File: src/rtl/mdu_pkg.sv
// Shared definitions for the iterative multiply/divide unit.
package mdu_pkg;

  typedef enum logic [1:0] {
    S_IDLE = 2'd0,
    S_CALC = 2'd1,
    S_FIX  = 2'd2,
    S_DONE = 2'd3
  } state_t;

  localparam int unsigned ITER_DEF = 32;

  // Divide-by-zero result: quotient is all ones, remainder is the raw dividend.
  localparam logic [31:0] DZ_LO = 32'hFFFF_FFFF;

endpackage

File: src/rtl/mdu_divstep.sv
// One combinational restoring-division step on a {rem, quo} pair.
module mdu_divstep #(
  parameter int unsigned WIDTH = 32
) (
  input  logic [WIDTH-1:0] rem,
  input  logic [WIDTH-1:0] quo,
  input  logic [WIDTH-1:0] divisor,
  output logic [WIDTH-1:0] rem_next,
  output logic [WIDTH-1:0] quo_next
);

  logic [WIDTH-1:0] rem_shift;
  logic [WIDTH:0]   trial;

  // Shift {rem, quo} left, trial-subtract, keep the difference if it did not borrow.
  // The bit shifted out of rem is kept as trial's MSB so the compare stays exact.
  always_comb begin
    rem_shift = {rem[WIDTH-2:0], quo[WIDTH-1]};
    trial     = {rem[WIDTH-1], rem_shift} - {1'b0, divisor};
    if (!trial[WIDTH]) begin
      rem_next = trial[WIDTH-1:0];
      quo_next = {quo[WIDTH-2:0], 1'b1};
    end else begin
      rem_next = rem_shift;
      quo_next = {quo[WIDTH-2:0], 1'b0};
    end
  end

endmodule

File: src/rtl/mdu_iter.sv
// Iterative multiply/divide unit with busy/done handshake and HI/LO results.
// Optional build macro: MDU_FAST_MUL_EN (single-cycle combinational multiply).
module mdu_iter
  import mdu_pkg::*;
#(
  parameter int unsigned WIDTH = 32,
  parameter int unsigned ITER  = ITER_DEF
) (
  input  logic             clk,
  input  logic             reset,
  input  logic             start,
  input  logic             mul_c,
  input  logic             div_c,
  input  logic             s_mdu,
  input  logic [WIDTH-1:0] a,
  input  logic [WIDTH-1:0] b,
  output logic [WIDTH-1:0] hi,
  output logic [WIDTH-1:0] lo,
  output logic             busy,
  output logic             done,
  output logic             dz
);

  localparam int unsigned CW = $clog2(ITER);

  state_t           state, state_next;
  logic             accept;
  logic             b_zero;
  logic [WIDTH-1:0] a_mag, b_mag;

  logic [CW-1:0]    cnt;
  logic             op_mul, sgn, sign_a, sign_b, dz_pend;
  logic [WIDTH-1:0] work_hi, work_lo, opnd;

  logic [WIDTH-1:0] div_rem, div_quo;
  logic [WIDTH:0]   mul_sum;
  logic [2*WIDTH-1:0] prod;
  logic [WIDTH-1:0] res_hi, res_lo;

  // Operand magnitudes and request qualification.
  always_comb begin
    a_mag  = (s_mdu && a[WIDTH-1]) ? (~a + 1'b1) : a;
    b_mag  = (s_mdu && b[WIDTH-1]) ? (~b + 1'b1) : b;
    b_zero = (b == '0);
    accept = start && (mul_c ^ div_c) && ((state == S_IDLE) || (state == S_DONE));
  end

  // State register.
  always_ff @(posedge clk or negedge reset) begin
    if (!reset) state <= S_IDLE;
    else        state <= state_next;
  end

  // Next-state and handshake outputs.
  always_comb begin
    state_next = state;
    busy       = 1'b0;
    done       = 1'b0;
    case (state)
      S_IDLE, S_DONE: begin
        done       = (state == S_DONE);
        state_next = S_IDLE;
        if (accept) begin
          if (div_c && b_zero) state_next = S_FIX;
`ifdef MDU_FAST_MUL_EN
          else if (mul_c)      state_next = S_FIX;
`endif
          else                 state_next = S_CALC;
        end
      end
      S_CALC: begin
        busy = 1'b1;
        if (cnt == CW'(ITER - 1)) state_next = S_FIX;
      end
      S_FIX: begin
        busy       = 1'b1;
        state_next = S_DONE;
      end
      default: state_next = S_IDLE;
    endcase
  end

  mdu_divstep #(.WIDTH(WIDTH)) u_divstep (
    .rem      (work_hi),
    .quo      (work_lo),
    .divisor  (opnd),
    .rem_next (div_rem),
    .quo_next (div_quo)
  );

  // Shift-add step: add multiplicand when the current multiplier bit is set,
  // then shift the 65-bit {carry, hi, lo} accumulator right by one.
  always_comb begin
    mul_sum = {1'b0, work_hi} + (work_lo[0] ? {1'b0, opnd} : '0);
  end

  // Sign fix-up of the magnitude result.
  always_comb begin
`ifdef MDU_FAST_MUL_EN
    prod = {{WIDTH{1'b0}}, opnd} * {{WIDTH{1'b0}}, work_lo};
`else
    prod = {work_hi, work_lo};
`endif
    res_hi = work_hi;
    res_lo = work_lo;
    if (dz_pend) begin
      res_hi = work_hi;
      res_lo = DZ_LO;
    end else if (op_mul) begin
      if (sgn && (sign_a ^ sign_b)) prod = ~prod + 1'b1;
      res_hi = prod[2*WIDTH-1:WIDTH];
      res_lo = prod[WIDTH-1:0];
    end else begin
      res_lo = (sgn && (sign_a ^ sign_b)) ? (~work_lo + 1'b1) : work_lo;
      res_hi = (sgn && sign_a)            ? (~work_hi + 1'b1) : work_hi;
    end
  end

  // Datapath: latch operands on accept, iterate in CALC, register results in FIX.
  // For multiply work_lo holds the multiplier and opnd the multiplicand; for
  // divide work_lo holds the dividend/quotient and opnd the divisor. A
  // divide by zero preloads work_hi with the raw dividend to become HI.
  always_ff @(posedge clk or negedge reset) begin
    if (!reset) begin
      cnt     <= '0;
      op_mul  <= 1'b0;
      sgn     <= 1'b0;
      sign_a  <= 1'b0;
      sign_b  <= 1'b0;
      dz_pend <= 1'b0;
      work_hi <= '0;
      work_lo <= '0;
      opnd    <= '0;
      hi      <= '0;
      lo      <= '0;
      dz      <= 1'b0;
    end else if (accept) begin
      cnt     <= '0;
      op_mul  <= mul_c;
      sgn     <= s_mdu;
      sign_a  <= s_mdu & a[WIDTH-1];
      sign_b  <= s_mdu & b[WIDTH-1];
      dz      <= 1'b0;
      if (mul_c) begin
        dz_pend <= 1'b0;
        work_hi <= '0;
        work_lo <= b_mag;
        opnd    <= a_mag;
      end else begin
        dz_pend <= b_zero;
        work_hi <= b_zero ? a : '0;
        work_lo <= a_mag;
        opnd    <= b_mag;
      end
    end else if (state == S_CALC) begin
      cnt <= cnt + 1'b1;
      if (op_mul) begin
        work_hi <= mul_sum[WIDTH:1];
        work_lo <= {mul_sum[0], work_lo[WIDTH-1:1]};
      end else begin
        work_hi <= div_rem;
        work_lo <= div_quo;
      end
    end else if (state == S_FIX) begin
      hi <= res_hi;
      lo <= res_lo;
      dz <= dz_pend;
    end
  end

endmodule

File: config.mk
export PLATFORM = sky130hd
export DESIGN_NAME = mdu_iter
export DESIGN_NICKNAME = d
export VERILOG_FILES = /design/src/rtl/mdu_pkg.sv /design/src/rtl/mdu_divstep.sv /design/src/rtl/mdu_iter.sv
export SDC_FILE = /design/constraint.sdc
export NUM_CORES = 1
export LEC_CHECK = 0
export ABC_AREA = 1
export BUFFER_PORTS_ARGS = -buffer_cell sky130_fd_sc_hd__buf_2
export CORE_UTILIZATION = 45
export DETAILED_ROUTE_END_ITERATION = 7
export GPL_TIMING_DRIVEN = 0
export PLACE_DENSITY = 0.65
export SLEW_MARGIN = 40
export SYNTH_ARGS = -nofsm -noshare
export SYNTH_HDL_FRONTEND = slang
export SYNTH_SLANG_ARGS = --single-unit
File: constraint.sdc
create_clock -name clk -period 7.49 [get_ports clk]
set_input_delay 0.749 -clock clk [delete_from_list [all_inputs] [get_ports clk]]
set_output_delay 0.749 -clock clk [all_outputs]
set_load 0.05 [all_outputs]
* Word-level counts from Yosys, hierarchy flattened
Cells that the tools add are included.
** Word-level totals
- Logic and storage cells :: 88
- Input bits :: 70
- Flip-flop bits (word level) :: 173
- Output and inout port bits :: 67
** Operators by class
- Equality and inequality tests :: 6
- Add/sub/neg operators :: 8
- Muxes and demuxes :: 34
- Reductions and logical operators :: 16
- Bitwise logic cells :: 11
** Operators by type and width (number)
- 2-to-1 mux 32 bit :: 20
- adder 32 x 1 -> 32 bit, second input constant :: 4
- inverter 32 bit :: 4
- adder 64 x 1 -> 64 bit, second input constant :: 1
- 2-to-1 mux 64 bit :: 1
- inverter 64 bit :: 1
- adder 32 x 32 -> 33 bit :: 1
- subtractor 33 x 32 -> 33 bit :: 1
- logical NOT 32 bit :: 1
- 2-to-1 mux 5 bit :: 2
- logical AND 1 bit :: 7
- 2-to-1 mux 1 bit :: 7
- 2-to-1 mux 2 bit :: 3
- case mux 2 bit (3 select lines) :: 1
- adder 5 x 1 -> 5 bit, second input constant :: 1
- equality test 5 bit, second input constant :: 1
- equality test 2 bit, second input constant :: 2
- != test 2 bit, second input constant :: 2
- nonzero test 2 bit :: 2
- OR reduction 2 bit :: 2
- AND reduction 3 bit :: 1
- bitwise AND 1 bit :: 2
- equality test 2 x 1 -> 1 bit, second input constant :: 1
- logical NOT 2 bit :: 1
- other kinds (4) :: 6

* Logic depth before layout (Yosys ltp)
Gate-level depths: netlist (run 1).
- Depth in word-level cells :: 5
- Depth in mapped cells :: 21

* Cells and area by module
From an unflattened synthesis (run 1), not the netlist that was laid out.
** Unflattened totals
- Cells, all modules :: 3254
- Area, all modules :: 18677.9 um2
** Modules (own cells, without submodules)
- mdu_iter :: area an instance 15294.7 um2, cells an instance 2543, times used 1, seq. area each 4329.2 um2
- mdu_divstep :: area an instance 3383.2 um2, cells an instance 711, times used 1, seq. area each 0.0 um2

* Worst setup path after synthesis (run 1)
No wires, ideal clock.
- Path kind :: flip-flop to flip-flop
- From :: register work_lo[0]
- To :: register work_hi[21]
- Cell stages (with the launch flop) :: 20
- Setup time :: 0.077 ns
- Slack :: 5.033 ns
- Data arrival time :: 2.380 ns
- Required time :: 7.413 ns
- Cell sequence :: dfrtp_1 > buf_6 > clkbuf_1 > nand2_1 > inv_1 > ha_1 > fa_1 > nand3_1 > nand3_1 > inv_1 > o21ai_0 > nand3_1 > nand2_1 > nand2_1 > nand2_1 > nand2_1 > nand3_1 > nand2_1 > nand2_1 > a21oi_1
** On the way
- Word-level cells in the longest chain between the ends :: 5
** Ends and longest elaborated chain
- start, declared :: line mdu_iter.sv:33 : logic [WIDTH-1:0] work_hi, work_lo, opnd;
- start signal, assigned :: line mdu_iter.sv:147 : work_lo <= b_mag;
- start signal, assigned :: line mdu_iter.sv:152 : work_lo <= a_mag;
- start signal, assigned :: line mdu_iter.sv:159 : work_lo <= {mul_sum[0], work_lo[WIDTH-1:1]};
- 2-to-1 mux 32 bit :: line mdu_iter.sv:94 : mul_sum = {1'b0, work_hi} + (work_lo[0] ? {1'b0, opnd} : '0);
- adder 32 x 32 -> 33 bit :: line mdu_iter.sv:94
- 2-to-1 mux 32 bit :: line mdu_iter.sv:157 : if (op_mul) begin
- 2-to-1 mux 32 bit :: line mdu_iter.sv:155 : end else if (state == S_CALC) begin
- 2-to-1 mux 32 bit :: line mdu_iter.sv:137 : end else if (accept) begin
- end signal, assigned :: line mdu_iter.sv:151 : work_hi <= b_zero ? a : '0;
- end signal, assigned :: line mdu_iter.sv:158 : work_hi <= mul_sum[WIDTH:1];
- end signal, assigned :: line mdu_iter.sv:161 : work_hi <= div_rem;
- end, declared :: line mdu_iter.sv:33
Every way passes these cells. The select of a mux whose other input is x is not followed.
A chain may end at the register's enable or synchronous reset.

* Final worst setup path (run 1)
- From :: register work_lo[0]
- To :: register work_hi[31]
Same word-level chain as after synthesis.

==> summary.md, run 1 <==
| Metric | Value |
|---|---|
| Status | `finished clean` |
| Worst skew pair latency | `around 0.48 ns` |
| Largest net degree at the start of global routing | `60` |
| Avg Inst Size Synth | `6.00 sq um` |
| Critical Path End Type | `flop` |
| Die H | `203 um` |
| Sequential share of the synthesized area | `23.9%` |
| Port bufs | `roughly 140` |
| Register area | `approximately 4300 sq um` |
| Met2 Use GR | `64.1%` |
| Synth async-reset ratio | `100%` |
| Post-synthesis cell type count | `58` |
| First-pass GRT wire length | `124000 um` |
| Min cycle time layout | `3.54 ns` |
| I/O pin total | `137` |
| Die area | `41000 sq um` |
| CP max FO | `10` |
| CTS tree | `yes` |
| Area of the multi-input gates | `approximately 11000 sq um` |
| M3 GR Usage | `8.04%` |
| Clock transition at path regs | `0.08 ns` |
| WL final | `around 85000 um` |
| Fin Setup TNS | `0 ns` |
| Die X-Extent | `203 um` |
| Cts hold-fix bufs | `0` |
| Initial core utilization | `between 40% and 50%` |
| Fin. max-slew vios | `0` |
| Fmax | `283 MHz` |
| Clock sink count | `173` |
| Core footprint | `39700 sq um` |
| Cells after Synth | `3016` |
| EDFF count, synth | `0` |
| Post-synthesis net count | `3161` |
| Initial antenna violation count | `0` |
| RSZ-0062 raised after global routing | `no` |
| Vias | `21600` |
| Detailed router's first-iteration violation count | `around 2600` |
| CTS Buffer Depth | `2` |
| Most used DFF post-synth | `dfrtp_1` |
| Cell Area, Synth | `18100 sq um` |
| Busiest layer in global routing | `met2` |
| Slew @ Worst Pin | `0.909 ns` |
| CP Cell Sequence | `buf_6 > clkbuf_1 > nand2_1 > inv_1 > ha_1 > fa_1 > nand3_1 > nand3_1 > nand2_1 > nand2_1 > nand3_1 > nand2_1 > nand2_1 > o21ai_0 > o21ai_0 > inv_1 > nand2_1 > a21oi_2` |
| Dpl hpwl | `71500 um` |
| Met1 Track Usage GR | `53.5%` |
| Max_slew headroom | `38.8%` |
| # setup viols final | `0` |
| Hold Path Class | `input pin to async pin` |
| Fin crit share | `a little under half` |
| Syn-to-layout area delta | `11.0%` |
| Final hold vios | `0` |
| WP data arrival | `a little under 4 ns` |
| Synth area leaders | `dfrtp_1, nand2_1, inv_1` |
| Seq cells post-synth | `173` |
| Max-Cap Viols | `0` |
| Skew final | `0.0152 ns` |
| CTS H-Tree Depth | `4` |
| Routed Antenna Nets | `0` |
| First-pass DRT Iterations | `8` |
| Crit path kind | `flop to flop` |
| RD Place Congestion | `1.10` |
| Share of layout cells above drive strength 1 | `10.1%` |
| Filler cells | `4297` |
| Worst EP required | `7.89 ns` |
| Final nets | `3317` |
| Vias in the first global route | `20000` |
| CP Launch Type | `flop` |
| Root buffer cell | `clkbuf_16` |
| Residual DRC | `0` |
| Worst hold margin | `0.187 ns` |
| Cell area after layout | `around 20000 sq um` |
| GRT Util Overall | `41.3%` |
| CTS buffer count | `17` |
| Final Util | `50.6%` |
| Resized Gates After CTS | `0` |
| Via density per instance | `a little under 6` |
| Row count | `73` |
| Drt wl/cell | `roughly 23 um` |
| Max incr delay on CP | `0.41 ns` |
| Area leader, netlist | `dfrtp_1` |
| Yosys top cell area share | `23.9%` |
| Postcts setup bufs | `0` |
| Most used cell, CP | `nand2_1` |
| Gr ovfl total | `0` |
| Crit-path slowest cell | `clkbuf_1` |
| YS warnings | `0` |
| Dpl cell area | `19500 sq um` |
==> registers in the layout, summed over array words and instances (netlist names) <==
register  cells
opnd         32
state         2
sign_b        1
sign_a        1
dz            1
lo           32
op_mul        1
work_hi      32
cnt           5
dz_pend       1
sgn           1
hi           32
work_lo      32
==> cells in the final DEF (no fill, tap or decap), drive strengths merged, types with 40 or more instances in the layout <==
cell type / n
clkbuf: 73
nand3: 226
a31oi: 40
ha: 73
inv: 489
nor2: 312
a21oi: 155
xor2: 68
dfrtp: 173
o21ai: 207
nand2: 951
buf: 178
==> synth_stat cells (all sizes together) (19+ instances only) <==
master / number
a21oi: 155
a22oi: 19
a31oi: 40
buf: 41
clkbuf: 55
dfrtp: 173
ha: 73
inv: 482
nand2: 951
nand3: 226
nand4: 38
nor2: 312
nor3: 38
o211ai: 32
o21ai: 207
xor2: 68
==> per-layer routing <==
metal / routed length, um / part of all wire [%]
met5: 0 / 0
met4: 5340 / 6.2
met3: 7790 / 9.1
met2: 37500 / 44
met1: 34800 / 41
==> path summary, 6_finish.rpt <==
path / startpoint / endpoint / slack, ns / depth (start not counted)
setup / recovery: work_lo[0] / work_hi[31] / 3.95 / 18
hold / removal: reset / lo[12] / 0.19 / 1
setup reg to reg: work_lo[0] / work_hi[31] / 3.95 / 18
hold reg to reg: cnt[3] / cnt[3] / 0.47 / 1
max in group asynchronous: reset / work_hi[21] / 6.25 / 3
min in group clk: cnt[3] / cnt[3] / 0.47 / 1
==> final cells by class <==
class | count | share of cell area (%)
diodes | 1 | 0.0125
plain buffers | 96 | 2.37
clock buffers | 18 | 2.14
clock inverters | 14 | 0.747
inverters | 484 | 9.04
multi-input cells | 2263 | 57.2
flip-flops and latches | 173 | 21.6
well taps | 525 | 3.27
repair buffers | 137 | 3.69
==> per-stage QoR <==
stage                     instances  setup WS (ns)
after floorplan                3016           5.03
after global placement         3676           2.94
after detailed placement       3678           3.99
after CTS                      3710           4.06
after global routing           3710           3.75
final                          3711           3.95
==> critical path, delay by kind of cell, from the launching register on <==
family	cells	cell delay [ns]
AOI/OAI and AO/OA	3	0.73
adders and majority gates	2	0.54
buffers and inverters	4	0.76
and+or+nand+nor	9	1.06
DFF	1	0.35
==> logic make-up after synthesis <==
group / Yosys count / share of synthesized area (%)
AND/OR/NAND/NOR: 1607 / 38.3
flip-flops: 173 / 23.9
adder cells (fa/ha/maj): 75 / 5.27
buffers and inverters: 580 / 12.7
XOR/XNOR: 83 / 4.02
AO/OA/AOI/OAI: 498 / 15.8
Power of run 1 is not shown: default switching activity piles up to over one toggle a cycle in this logic, so the estimate is an artifact.
==> run 2: changes to the inputs <==
--- a/config.mk
+++ b/config.mk
@@ -10,7 +10,7 @@
 export CORE_UTILIZATION = 45
 export DETAILED_ROUTE_END_ITERATION = 7
 export GPL_TIMING_DRIVEN = 0
-export PLACE_DENSITY = 0.65
+export PLACE_DENSITY = 0.67
 export SLEW_MARGIN = 40
 export SYNTH_ARGS = -nofsm -noshare
 export SYNTH_HDL_FRONTEND = slang
==> constraint.sdc (replaced) <==
create_clock -name clk -period 3 [get_ports clk]
set_input_delay 0.3 -clock clk [delete_from_list [all_inputs] [get_ports clk]]
set_output_delay 0.3 -clock clk [all_outputs]
set_load 0.05 [all_outputs]
==> summary.md, run 2 (same netlist as run 1, synthesis figures left out) <==
| Metric | Value |
|---|---|
| Worst skew pair latency | `0.49 ns (about the same)` |
| Dpl hpwl | `71400 um (-0.23%)` |
| Clock transition at path regs | `0.08 ns (about the same)` |
| CP max FO | `10 (unchanged)` |
| Residual DRC | `0 (unchanged)` |
| Initial antenna violation count | `2 (+2)` |
| Status | `finished clean` |
| CTS Buffer Depth | `2 (unchanged)` |
| WP data arrival | `3.28 ns (-0.65 ns)` |
| Max_slew headroom | `36.4% (-2.3 points)` |
| # setup viols final | `0 (unchanged)` |
| Critical Path End Type | `flop` |
| Largest net degree at the start of global routing | `65 (+8.3%)` |
| CP Launch Type | `flop` |
| CP Cell Sequence | `buf_6 > buf_4 > nand2_1 > inv_1 > ha_1 > nand2_1 > inv_1 > nand2_1 > nor3_1 > nand4_1 > nand3_1 > a21oi_1 > o21ai_0 > nand2_1 > nand2_1 > a21oi_1` |
| Busiest layer in global routing | `met2` |
| Row count | `73 (unchanged)` |
| Skew final | `0.0177 ns (+0.00252 ns)` |
| CTS tree | `yes` |
| Slew @ Worst Pin | `0.944 ns (+0.0349 ns)` |
| Commonest non-fill, non-tap cells in the layout | `nand2_1, inv_1, nor2_1` |
| Share of layout cells above drive strength 1 | `11.5% (+1.4 points)` |
| Syn-to-layout area delta | `12.3%` |
| M3 GR Usage | `7.59% (-0.45 points)` |
| Min cycle time layout | `2.92 ns (-0.618 ns)` |
| Initial core utilization | `45.6% (unchanged)` |
| CTS H-Tree Depth | `4 (unchanged)` |
| Most used cell, CP | `nand2_1` |
| Root buffer cell | `clkbuf_16` |
| Max incr delay on CP | `0.43 ns (+0.02 ns)` |
| Die X-Extent | `203 um (unchanged)` |
| Fin. max-slew vios | `0 (unchanged)` |
| Filler cells | `4222 (-1.7%)` |
| Clock sink count | `173 (unchanged)` |
| First-pass DRT Iterations | `7 (-1)` |
| Routed Antenna Nets | `0 (unchanged)` |
| Port bufs | `135 (unchanged)` |
| WL final | `85200 um (-0.17%)` |
| Die H | `203 um (unchanged)` |
| Hold Path Class | `input pin to flop` |
| Fmax | `343 MHz (+21%)` |
| Worst EP required | `3.36 ns (-4.53 ns)` |
| First-pass GRT wire length | `126000 um (+1.5%)` |
| Final hold vios | `0 (unchanged)` |
| Max-Cap Viols | `0 (unchanged)` |
| Drt wl/cell | `22.9 um (-0.36%)` |
| Final nets | `3325 (+0.24%)` |
| Detailed router's first-iteration violation count | `2623 (-0.98%)` |
| I/O pin total | `137 (unchanged)` |
| Most common cell after layout, fill and taps aside | `nand2_1` |
| CP top delay family | `simple AND/OR/NAND/NOR gates` |
| Crit-path slowest cell | `nor3_1` |
| Worst Path Buf+Inv | `4 (unchanged)` |
| ANT cells | `0 (-1)` |
| Vias | `21600 (+0.042%)` |
| Fin Setup TNS | `0 ns (unchanged)` |
| Via density per instance | `5.81 (-0.15%)` |
| CTS buffer count | `17 (unchanged)` |
| Met2 Use GR | `64.1% (about the same)` |
| Met1 Track Usage GR | `54.9% (+1.4 points)` |
| Fin crit share | `97.2% (+50 points)` |
| Die area | `41000 sq um (unchanged)` |
| Core footprint | `39700 sq um (unchanged)` |
| GRT Util Overall | `41.4% (+0.11 points)` |
| Vias in the first global route | `20500 (+2.6%)` |
| Crit path kind | `flop to flop` |
| RD Place Congestion | `1.07 (-2.4%)` |
| Gr ovfl total | `0 (unchanged)` |
[run 2: changes by cell type in the layout (fill, tap and decap cells not counted), sizes merged]
cell         delta
clkinvlp        +1
clkinv          -2
dlygate4sd3     +1
diode           -1
clkbuf          -1
buf             +8
bufinv          +1
[run 2: what timing repair did]
action                                  4_1_cts  5_1_grt
endpoints found under the setup margin       24       33
pin swaps                                     0        3
setup buffers                                 0        7
hold endpoints to repair                     54        0
resized for setup                            15       44
hold buffers                                  1        0
[run 2: final timing paths]
path | start | to | slack (ns) | cells past startpoint
min in group asynchronous | reset | lo[13] | 0.31 | 2
setup reg to reg | work_lo[0] | work_hi[17] | 0.08 | 16
hold reg to reg | hi[22] | hi[22] | 0.48 | 2
setup / recovery | work_lo[0] | work_hi[17] | 0.08 | 16
hold / removal | div_c | state[1] | 0.14 | 3
max in group asynchronous | reset | work_hi[24] | 1.65 | 4
[run 2: final cells by class]
class / count / area, sq um / share of cell area (%)
tap: 525 / 657 / 3.23
buffer: 96 / 489 / 2.41
inverter: 484 / 1820 / 8.94
clock inverter: 14 / 176 / 0.868
multi-input combinational: 2263 / 11600 / 57.2
clock buffer: 18 / 429 / 2.11
sequential: 173 / 4340 / 21.3
timing repair buffer: 145 / 803 / 3.95
[run 2: per-layer routing]
metal / share of wire, % / vias to the layer above
li1: - / 9978
met1: 41 / 10200
met2: 44 / 1209
met3: 9.3 / 238
met4: 5.7 / 0
met5: 0 / -
[run 2: per-stage QoR]
| step | cells | setup slack [ns] | area, sq um | hold WS (ns) | util, % |
|---|---|---|---|---|---|
| 4_1_cts | 3711 | 0.000467 | 20100 | 0.139 | 50.7 |
| 6_report | 3718 | 0.0831 | 20300 | 0.144 | 51.2 |
| 5_1_grt | 3718 | -0.00920 | 20300 | 0.162 | 51.2 |
| 3_5_place_dp | 3678 | -0.668 | 19500 | 0.246 | 49.1 |
| 3_3_place_gp | 3676 | -1.14 | 19400 | 0.440 | 48.9 |
| 2_1_floorplan | 3016 | 0.543 | 18100 | 0.00441 | - |
[run 2: worst min-delay path, cell delays in order]
cell and delay [ns]:
buf_2 0.12, nand3_1 0.08, a22oi_1 0.07
Power of run 2 is left out for the same reason.
